<file path="config.mk">
export PLATFORM = sky130hd
export DESIGN_NAME = baud_tick_gen
export DESIGN_NICKNAME = d
export VERILOG_FILES = /design/src/rtl/baud_tick_gen.sv
export SDC_FILE = /design/constraint.sdc
export NUM_CORES = 1
export LEC_CHECK = 0
export CORE_ASPECT_RATIO = 1.75
export CORE_MARGIN = 2
export CORE_UTILIZATION = 45
export CTS_CLUSTER_DIAMETER = 50
export DETAILED_ROUTE_END_ITERATION = 8
export SYNTH_ARGS = -nofsm -noshare
export SYNTH_HDL_FRONTEND = slang
export SYNTH_SLANG_ARGS = --single-unit
</file>
<file path="constraint.sdc">
create_clock -name i_clk -period 8.5 [get_ports i_clk]
set_input_delay 1.7 -clock i_clk [delete_from_list [all_inputs] [get_ports i_clk]]
set_output_delay 1.7 -clock i_clk [all_outputs]
set_load 0.01 [all_outputs]
</file>
<file path="src/rtl/baud_tick_gen.sv">
// Fractional-N baud tick generator: oversample tick plus mid-bit and bit-boundary strobes,
// with a shadowed runtime divisor and a phase resync input.
module baud_tick_gen #(
  parameter int unsigned NB_DIV           = 16,
  parameter int unsigned NB_FRAC          = 4,
  parameter int unsigned OVERSAMPLE       = 16,
  parameter int unsigned NB_OS            = 4,
  parameter int unsigned DEFAULT_DIV_INT  = 326,
  parameter int unsigned DEFAULT_DIV_FRAC = 0
) (
  input  logic               i_clk,
  input  logic               i_reset,
  input  logic               i_enable,
  input  logic               i_sync,
  input  logic               i_div_load,
  input  logic [NB_DIV-1:0]  i_div_int,
  input  logic [NB_FRAC-1:0] i_div_frac,
  output logic               o_tick,
  output logic               o_mid_tick,
  output logic               o_bit_tick,
  output logic               o_div_pending,
  output logic               o_div_err
);

  localparam logic [NB_DIV-1:0]  DefDivInt  = NB_DIV'(DEFAULT_DIV_INT);
  localparam logic [NB_FRAC-1:0] DefDivFrac = NB_FRAC'(DEFAULT_DIV_FRAC);
  localparam logic [NB_OS-1:0]   OsMid      = NB_OS'(OVERSAMPLE / 2 - 1);
  localparam logic [NB_OS-1:0]   OsLast     = NB_OS'(OVERSAMPLE - 1);

  logic [NB_DIV-1:0]  div_int_q, div_int_d;
  logic [NB_FRAC-1:0] div_frac_q, div_frac_d;
  logic [NB_DIV-1:0]  shd_int_q, shd_int_d;
  logic [NB_FRAC-1:0] shd_frac_q, shd_frac_d;
  logic [NB_DIV-1:0]  cnt_q, cnt_d;
  logic [NB_FRAC-1:0] acc_q, acc_d;
  logic               ext_q, ext_d;
  logic [NB_OS-1:0]   os_cnt_q, os_cnt_d;
  logic               pending_q, pending_d;
  logic               err_q, err_d;

  logic [NB_DIV-1:0]  term;
  logic               at_term;
  logic               tick;
  logic               load_ok;
  logic               load_bad;
  logic               apply;
  logic [NB_FRAC:0]   frac_sum;

  // ext stretches the current period by one cycle when the previous tick carried.
  assign term     = div_int_q - NB_DIV'(1) + NB_DIV'(ext_q);
  assign at_term  = (cnt_q == term);
  assign tick     = i_enable & ~i_sync & ~i_reset & at_term;
  assign load_ok  = i_div_load & (i_div_int >= NB_DIV'(2));
  assign load_bad = i_div_load & (i_div_int < NB_DIV'(2));
  assign apply    = pending_q & (tick | i_sync | ~i_enable);
  assign frac_sum = {1'b0, acc_q} + {1'b0, div_frac_q};

  assign o_tick        = tick;
  assign o_mid_tick    = tick & (os_cnt_q == OsMid);
  assign o_bit_tick    = tick & (os_cnt_q == OsLast);
  assign o_div_pending = pending_q;
  assign o_div_err     = err_q;

  always_comb begin
    cnt_d      = cnt_q;
    os_cnt_d   = os_cnt_q;
    acc_d      = acc_q;
    ext_d      = ext_q;
    div_int_d  = div_int_q;
    div_frac_d = div_frac_q;
    shd_int_d  = shd_int_q;
    shd_frac_d = shd_frac_q;
    pending_d  = pending_q;
    err_d      = load_bad;

    if (i_sync) begin
      cnt_d    = '0;
      os_cnt_d = '0;
      acc_d    = '0;
      ext_d    = 1'b0;
    end else begin
      if (i_enable) begin
        cnt_d = at_term ? '0 : cnt_q + NB_DIV'(1);
      end
      if (tick) begin
        os_cnt_d = os_cnt_q + NB_OS'(1);
      end
      // A new divisor restarts the fractional phase from zero.
      if (apply) begin
        acc_d = '0;
        ext_d = 1'b0;
      end else if (tick) begin
        acc_d = frac_sum[NB_FRAC-1:0];
        ext_d = frac_sum[NB_FRAC];
      end
    end

    if (apply) begin
      div_int_d  = shd_int_q;
      div_frac_d = shd_frac_q;
      pending_d  = 1'b0;
    end
    // A load coinciding with an apply lands in the shadow after the old shadow moved out.
    if (load_ok) begin
      shd_int_d  = i_div_int;
      shd_frac_d = i_div_frac;
      pending_d  = 1'b1;
    end
  end

  always_ff @(posedge i_clk) begin
    if (i_reset) begin
      div_int_q  <= DefDivInt;
      div_frac_q <= DefDivFrac;
      shd_int_q  <= DefDivInt;
      shd_frac_q <= DefDivFrac;
      cnt_q      <= '0;
      acc_q      <= '0;
      ext_q      <= 1'b0;
      os_cnt_q   <= '0;
      pending_q  <= 1'b0;
      err_q      <= 1'b0;
    end else begin
      div_int_q  <= div_int_d;
      div_frac_q <= div_frac_d;
      shd_int_q  <= shd_int_d;
      shd_frac_q <= shd_frac_d;
      cnt_q      <= cnt_d;
      acc_q      <= acc_d;
      ext_q      <= ext_d;
      os_cnt_q   <= os_cnt_d;
      pending_q  <= pending_d;
      err_q      <= err_d;
    end
  end

endmodule

</file>
==> results.py, run 1 <==
metrics = {
    "outcome": {
        "status": "complete, no violations",
    },
    "route": {
        "drt_iter0_markers": 159,
        "via_per_inst": 5.46,
        "route.detailed.drc": 0,
        "wl_per_cell_um": 14.9,
        "postRouteAntennaNets": 0,
        "firstDrtPassIters": 4,
        "vias": 2723,
        "drt-total-wl_um": 7420,
    },
    "cts": {
        "clockBufferDepth": 2,
        "cts_buffers": 9,
        "postCtsSetupRepairBufs": 0,
        "clk_root_buffer_cell": "clkbuf_16",
        "clock-sinks": 67,
        "cts.htree.levels": 3,
        "cts_hold_buf": 0,
        "postCtsResizedCells": 0,
        "insertion_delay_ns": 0.33,
        "cts_tree": "yes",
        "path_clk_slew_ns": 0.05,
    },
    "sta": {
        "rsz0062_at_grt": "false",
        "fin_crit_sh": 0.672,
        "tightest_slew_ns": 0.936,
        "finalClockSkew_ns": 0.00532,
        "setup_tns_ns": 0,
        "period_minus_slack_ns": 5.71,
        "relSlewSlack": 0.374,
        "maxSlewViolCount": 0,
        "fmax_mhz": 175,
        "hold_violations": 0,
        "setup_viol": 0,
    },
    "grt": {
        "grt_pass1_wl_um": 12900,
        "grt_pass1_vias": 2685,
        "grt_max_degree": 51,
        "grtUsageTotal": 0.195,
        "grt_overflow": 0,
        "antenna_found_initial": 0,
    },
    "layout": {
        "nFillCells": 701,
        "syn_to_final_growth_pct": 18.6,
        "diodes": 0,
        "nNetsFinal": 443,
        "drive_gt1_frac": 0.0608,
        "mostFrequentLayoutCells": "dfxtp_1, nor2_1, nand2_1",
        "layout_commonest_cell": "dfxtp_1",
        "fin_util": 0.540,
    },
    "critical_path": {
        "startpoint": "div_int_q[0]$_SDFFE_PP0P_",
        "r2r_setup_slack_ns": 4.76,
        "r2r_end": "cnt_q[15]$_SDFFE_PP0P_",
        "critPathKind": "reg2out",
        "critPathRequiredTime_ns": 6.80,
        "critPathArrivalTime_ns": 4.01,
        "end_kind": "primary output",
        "rr_worst_depth": 11,
        "crit_fanout": 6,
        "start_kind": "flip-flop",
        "r2r_start": "div_int_q[0]$_SDFFE_PP0P_",
    },
    "synthesis": {
        "synth_ff_type": "dfxtp_1",
        "synth_compound_area_frac": 0.0923,
        "synthXorXnorAreaFrac": 0.0927,
        "synth_area_um2": 3400,
        "synthMuxAreaShare": 0.0942,
        "ys_types": 51,
        "synth_cells": 386,
        "syn_nets": 420,
        "avgSynthCellArea_um2": 8.81,
        "yosysWarnings": 0,
        "async_reset_ff_frac": 0,
        "synthAdderAreaFrac": 0.0353,
        "synth_edf_count": 0,
        "synth-simple-area-share": 0.253,
        "synth_top_family_by_area": "simple AND/OR/NAND/NOR gates",
        "ys_ff_latch": 67,
        "synth-seq-area-share": 0.394,
    },
    "floorplanning": {
        "die_width_um": 69.7,
        "initial_core_util": 0.456,
        "die_h_um": 119,
        "io_pins": 30,
        "dieArea_um2": 8300,
        "rows": 42,
        "coreArea_um2": 7460,
    },
    "pwr": {
        "intPower_mw": 0.611,
        "comb_power_share": 0.074,
        "ir_drop_mv": 0.152,
        "seqPwrFrac": 0.427,
        "power_density_nw_per_um2": 192,
        "p_sw_mw": 0.165,
        "p_leak_nw": 1.57,
        "switching_share": 0.213,
        "p_clk_frac": 0.498,
    },
    "place": {
        "io_buffers": 29,
        "place_hpwl_um": 5350,
        "gp_congestion": 0.914,
    },
    "worst_hold_path": {
        "min_to": "shd_int_q[13]$_SDFFE_PP0P_",
        "min_path_cells": 2,
        "min_from": "shd_int_q[13]$_SDFFE_PP0P_",
        "hold_class": "reg2reg",
    },
    "job": {
        "max-cap-violations": 0,
    },
}
[synthesized netlist by cell type, types with 2 or more instances]
library cell / n / area (um2)
nand2b_1: 4 / 25.0
or4b_1: 2 / 20.0
nand4_1: 9 / 56.3
xnor2_1: 14 / 123
nand3_1: 7 / 35.0
o2bb2ai_1: 2 / 17.5
o21ai_0: 5 / 25.0
or4_1: 2 / 15.0
buf_6: 2 / 22.5
or2_2: 2 / 12.5
a21oi_1: 16 / 80.1
ha_1: 8 / 100
a21o_1: 2 / 15.0
or3_1: 2 / 12.5
nor2b_1: 5 / 31.3
a211o_1: 3 / 26.3
nand2_1: 34 / 128
mux2i_1: 32 / 320
xor2_1: 22 / 193
dfxtp_1: 67 / 1340
inv_1: 9 / 33.8
a221oi_1: 2 / 17.5
nor3b_1: 3 / 22.5
buf_2: 4 / 20.0
and4_1: 2 / 17.5
nand3b_1: 3 / 22.5
and3_1: 9 / 56.3
nor2_1: 61 / 229
a41oi_1: 2 / 17.5
nor4_1: 7 / 43.8
nor3_1: 11 / 55.1
clkbuf_1: 14 / 52.6
[flip-flops by register name, summed over array words and instances, names as in the netlist, 4 cells and up]
register / cells
os_cnt_q: 4
div_int_q: 16
cnt_q: 16
shd_int_q: 16
shd_frac_q: 4
div_frac_q: 4
acc_q: 4
[kinds of logic (layout without fill, tap and decap cells)]
| family | after synthesis | after routing |
|---|---|---|
| AO/OA/AOI/OAI | 43 | 43 |
| multiplexers | 32 | 32 |
| XOR/XNOR | 36 | 36 |
| adder cells (fa/ha/maj) | 9 | 9 |
| buffers and inverters | 29 | 54 |
| AND/OR/NAND/NOR | 170 | 170 |
| flip-flops | 67 | 67 |
[worst max-delay path by stage]
stage / end / slack, ns / cells after the start
finish: o_mid_tick / 2.79 / 11
global route: o_mid_tick / 2.49 / 11
CTS: o_bit_tick / 2.75 / 11
detailed placement: o_bit_tick / 2.94 / 6
global placement: o_bit_tick / 3.03 / 6
floorplan: o_bit_tick / 3.95 / 10
[power by group through the flow]
stage | clock (mW) | combinational, mW | sequential (mW)
floorplan | 0 | 0.0394 | 0.334
global placement | 0 | 0.0570 | 0.338
detailed placement | 0 | 0.0577 | 0.338
CTS | 0.394 | 0.0581 | 0.331
global route | 0.407 | 0.0643 | 0.333
finish | 0.387 | 0.0577 | 0.331
[worst max-delay path, stage by stage, from the launching register on]
cell and delay [ns]:
dfxtp_1 0.31, inv_1 0.05, ha_1 0.23, ha_1 0.29, or4b_1 0.53, or4b_1 0.51, o21ai_0 0.38, o22ai_1 0.16
nor2_1 0.10, nand4b_1 0.21, nor4_1 0.33, clkdlybuf4s50_1 0.58
[stage by stage]
| stage | hold WS [ns] | cell area (um2) | power, mW | worst slack (ns) | std cells |
|---|---|---|---|---|---|
| after global placement | 0.447 | 3730 | 0.395 | 3.03 | 486 |
| after detailed placement | 0.446 | 3730 | 0.396 | 2.94 | 486 |
| after floorplan | 0.435 | 3400 | 0.374 | 3.95 | 386 |
| final | 0.454 | 4030 | 0.776 | 2.79 | 499 |
| after CTS | 0.455 | 4030 | 0.784 | 2.75 | 499 |
| after global routing | 0.481 | 4030 | 0.804 | 2.49 | 499 |
[final cells by class]
| class | count | area, um2 | share of cell area |
|---|---|---|---|
| inverter | 9 | 33.8 | 0.00838 |
| clock buffer | 10 | 239 | 0.0593 |
| sequential | 67 | 1340 | 0.333 |
| clock inverter | 3 | 65.1 | 0.0161 |
| tap | 88 | 110 | 0.0273 |
| timing repair buffer | 32 | 313 | 0.0776 |
| multi-input combinational | 290 | 1930 | 0.479 |
[layer usage]
layer,part of all wire,global-route usage,wire length [um]
met1,0.43,0.226,3200
met3,0.032,0.0381,241
met4,0.023,0.0962,173
met5,0,0,0
met2,0.51,0.338,3810
Power figures use the tool's default switching activity.
==> run 2, diff against run 1 <==
==> constraint.sdc (replaced) <==
create_clock -name i_clk -period 5.95 [get_ports i_clk]
set_input_delay 1.19 -clock i_clk [delete_from_list [all_inputs] [get_ports i_clk]]
set_output_delay 1.19 -clock i_clk [all_outputs]
set_load 0.01 [all_outputs]
==> run 2 against run 1 <==
Compared with the run above:
- non-clock buffer count unchanged
- global-route usage up 0.62 points
- first-iteration DRC count down 37%
- critical path type unchanged
==> results.py, run 2 (synthesis gave the netlist of run 1 again) <==
metrics = {
    "layout": {
        "mostFrequentLayoutCells": "dfxtp_1, nor2_1, nand2_1",
        "nFillCells": 720,
        "nNetsFinal": 443,
        "stdcell_area_um2": 4060,
        "diodes": 0,
        "drive_gt1_frac": 0.0652,
        "largestRegisters": "cnt_q: 16 flops, div_int_q: 16 flops, shd_int_q: 16 flops",
        "layout_commonest_cell": "dfxtp_1",
        "syn_to_final_growth_pct": 19.3,
    },
    "floorplanning": {
        "rows": 42,
        "die_h_um": 119,
        "dieArea_um2": 8300,
        "initial_core_util": 0.456,
        "die_width_um": 69.7,
        "coreArea_um2": 7460,
        "io_pins": 30,
    },
    "pwr": {
        "ir_drop_mv": 0.169,
        "total_power_mw": 1.14,
        "p_leak_nw": 1.58,
        "power_density_nw_per_um2": 280,
    },
    "critical_path": {
        "cp_cell_sequence": "inv_1 > ha_1 > ha_1 > or4b_1 > or4b_1 > o21ai_0 > o22ai_1 > nor2_1 > nand4b_1 > nor4_1 > clkdlybuf4s50_1",
        "crit_fanout": 6,
        "critPathArrivalTime_ns": 4.03,
        "critPathRequiredTime_ns": 4.76,
        "end_kind": "primary output",
        "r2r_start": "div_int_q[0]$_SDFFE_PP0P_",
        "critPathKind": "reg2out",
        "start_kind": "flip-flop",
        "crit_slowest_cell": "clkdlybuf4s50_1",
        "path_buf_inv": 2,
        "critPathTopFamily": "simple AND/OR/NAND/NOR gates",
        "slowest_delay_ns": 0.59,
        "startpoint": "div_int_q[0]$_SDFFE_PP0P_",
    },
    "grt": {
        "grt_overflow": 0,
        "antenna_found_initial": 0,
        "grtUsageTotal": 0.201,
        "grt_max_degree": 50,
        "grt_pass1_vias": 2755,
        "grt_pass1_wl_um": 13200,
    },
    "route": {
        "wl_per_cell_um": 15.3,
        "postRouteAntennaNets": 0,
        "route.detailed.drc": 0,
        "route.met2.wl_um": 3920,
        "vias": 2732,
        "wl_met3_um": 158,
        "drt-met1-wl_um": 3280,
        "highest_layer": "met4",
        "drt-total-wl_um": 7660,
        "firstDrtPassIters": 5,
        "via_per_inst": 5.44,
        "drt_iter0_markers": 100,
    },
    "cts": {
        "path_clk_slew_ns": 0.05,
        "postCtsResizedCells": 0,
        "insertion_delay_ns": 0.33,
        "cts_buffers": 9,
        "clk_root_buffer_cell": "clkbuf_16",
        "clock-sinks": 67,
        "postCtsSetupRepairBufs": 0,
        "cts_tree": "yes",
        "cts_hold_buf": 0,
        "clockBufferDepth": 2,
        "cts.htree.levels": 3,
    },
    "sta": {
        "fin_crit_sh": 0.878,
        "setup_viol": 0,
        "relSlewSlack": 0.380,
        "maxSlewViolCount": 0,
        "finalClockSkew_ns": 0.00361,
        "hold_violations": 0,
        "period_minus_slack_ns": 5.22,
        "tightest_slew_ns": 0.927,
        "rsz0062_at_grt": "false",
        "setup_tns_ns": 0,
        "fmax_mhz": 191,
    },
    "place": {
        "io_buffers": 29,
        "placed_area_um2": 3730,
        "gp_congestion": 0.898,
        "place_hpwl_um": 5620,
    },
    "worst_hold_path": {
        "min_from": "shd_int_q[10]$_SDFFE_PP0P_",
        "hold_class": "reg2reg",
    },
    "job": {
        "max-cap-violations": 0,
    },
    "outcome": {
        "status": "complete, no violations",
    },
}
==> run 2: cell type report <==
| class | instances | area [um2] | share of cell area |
|---|---|---|---|
| Timing Repair Buffer | 32 | 313 | 0.0771 |
| Tap cell | 88 | 110 | 0.0271 |
| Sequential cell | 67 | 1340 | 0.331 |
| Inverter | 9 | 33.8 | 0.00833 |
| Multi-Input combinational cell | 290 | 1930 | 0.476 |
| Clock inverter | 4 | 72.6 | 0.0179 |
| Clock buffer | 12 | 256 | 0.0632 |
==> run 2: power breakdown <==
group          total [mW]  switching, mW  internal (mW)
clock network       0.580          0.191          0.389
logic              0.0827         0.0424         0.0403
registers           0.473         0.0115          0.462
total                1.14          0.245          0.891
==> run 2: tightest hold or removal path: cells and delay by family (launching register included) <==
kind	cells	cell delay (ns)
compound gates	1	0.05
simple gates	1	0.05
flops	1	0.31
==> run 2: layer usage <==
metal | GRT usage | up-vias
met5 | 0 | -
met4 | 0.119 | 0
met3 | 0.0338 | 18
met2 | 0.352 | 37
met1 | 0.225 | 1277
li1 | - | 1400
==> run 2: final timing paths <==
check / to / slack [ns] / cells after the start
worst max-delay path: o_mid_tick / 0.73 / 11
worst min-delay path: shd_int_q[10]$_SDFFE_PP0P_ / 0.46 / 2
worst max register to register: cnt_q[12]$_SDFFE_PP0P_ / 2.21 / 11
worst min register to register: shd_int_q[10]$_SDFFE_PP0P_ / 0.46 / 2
==> run 2: metrics by stage <==
stage | util | hold WS (ns) | setup slack (ns) | cells
after floorplan | - | 0.435 | 1.91 | 386
after global placement | 0.500 | 0.448 | 1.22 | 486
after detailed placement | 0.500 | 0.453 | 1.07 | 486
after CTS | 0.544 | 0.460 | 0.687 | 502
after global routing | 0.544 | 0.472 | 0.450 | 502
final | 0.544 | 0.456 | 0.727 | 502
==> run 3, diff against run 2 <==
--- a/config.mk
+++ b/config.mk
@@ -5,6 +5,7 @@
 export SDC_FILE = /design/constraint.sdc
 export NUM_CORES = 1
 export LEC_CHECK = 0
+export ABC_CLOCK_PERIOD_IN_PS = 5950
 export CORE_ASPECT_RATIO = 1.75
 export CORE_MARGIN = 2
 export CORE_UTILIZATION = 45
==> results of run 3 <==
The final DEF is identical to that of run 2; final timing and power are the same.
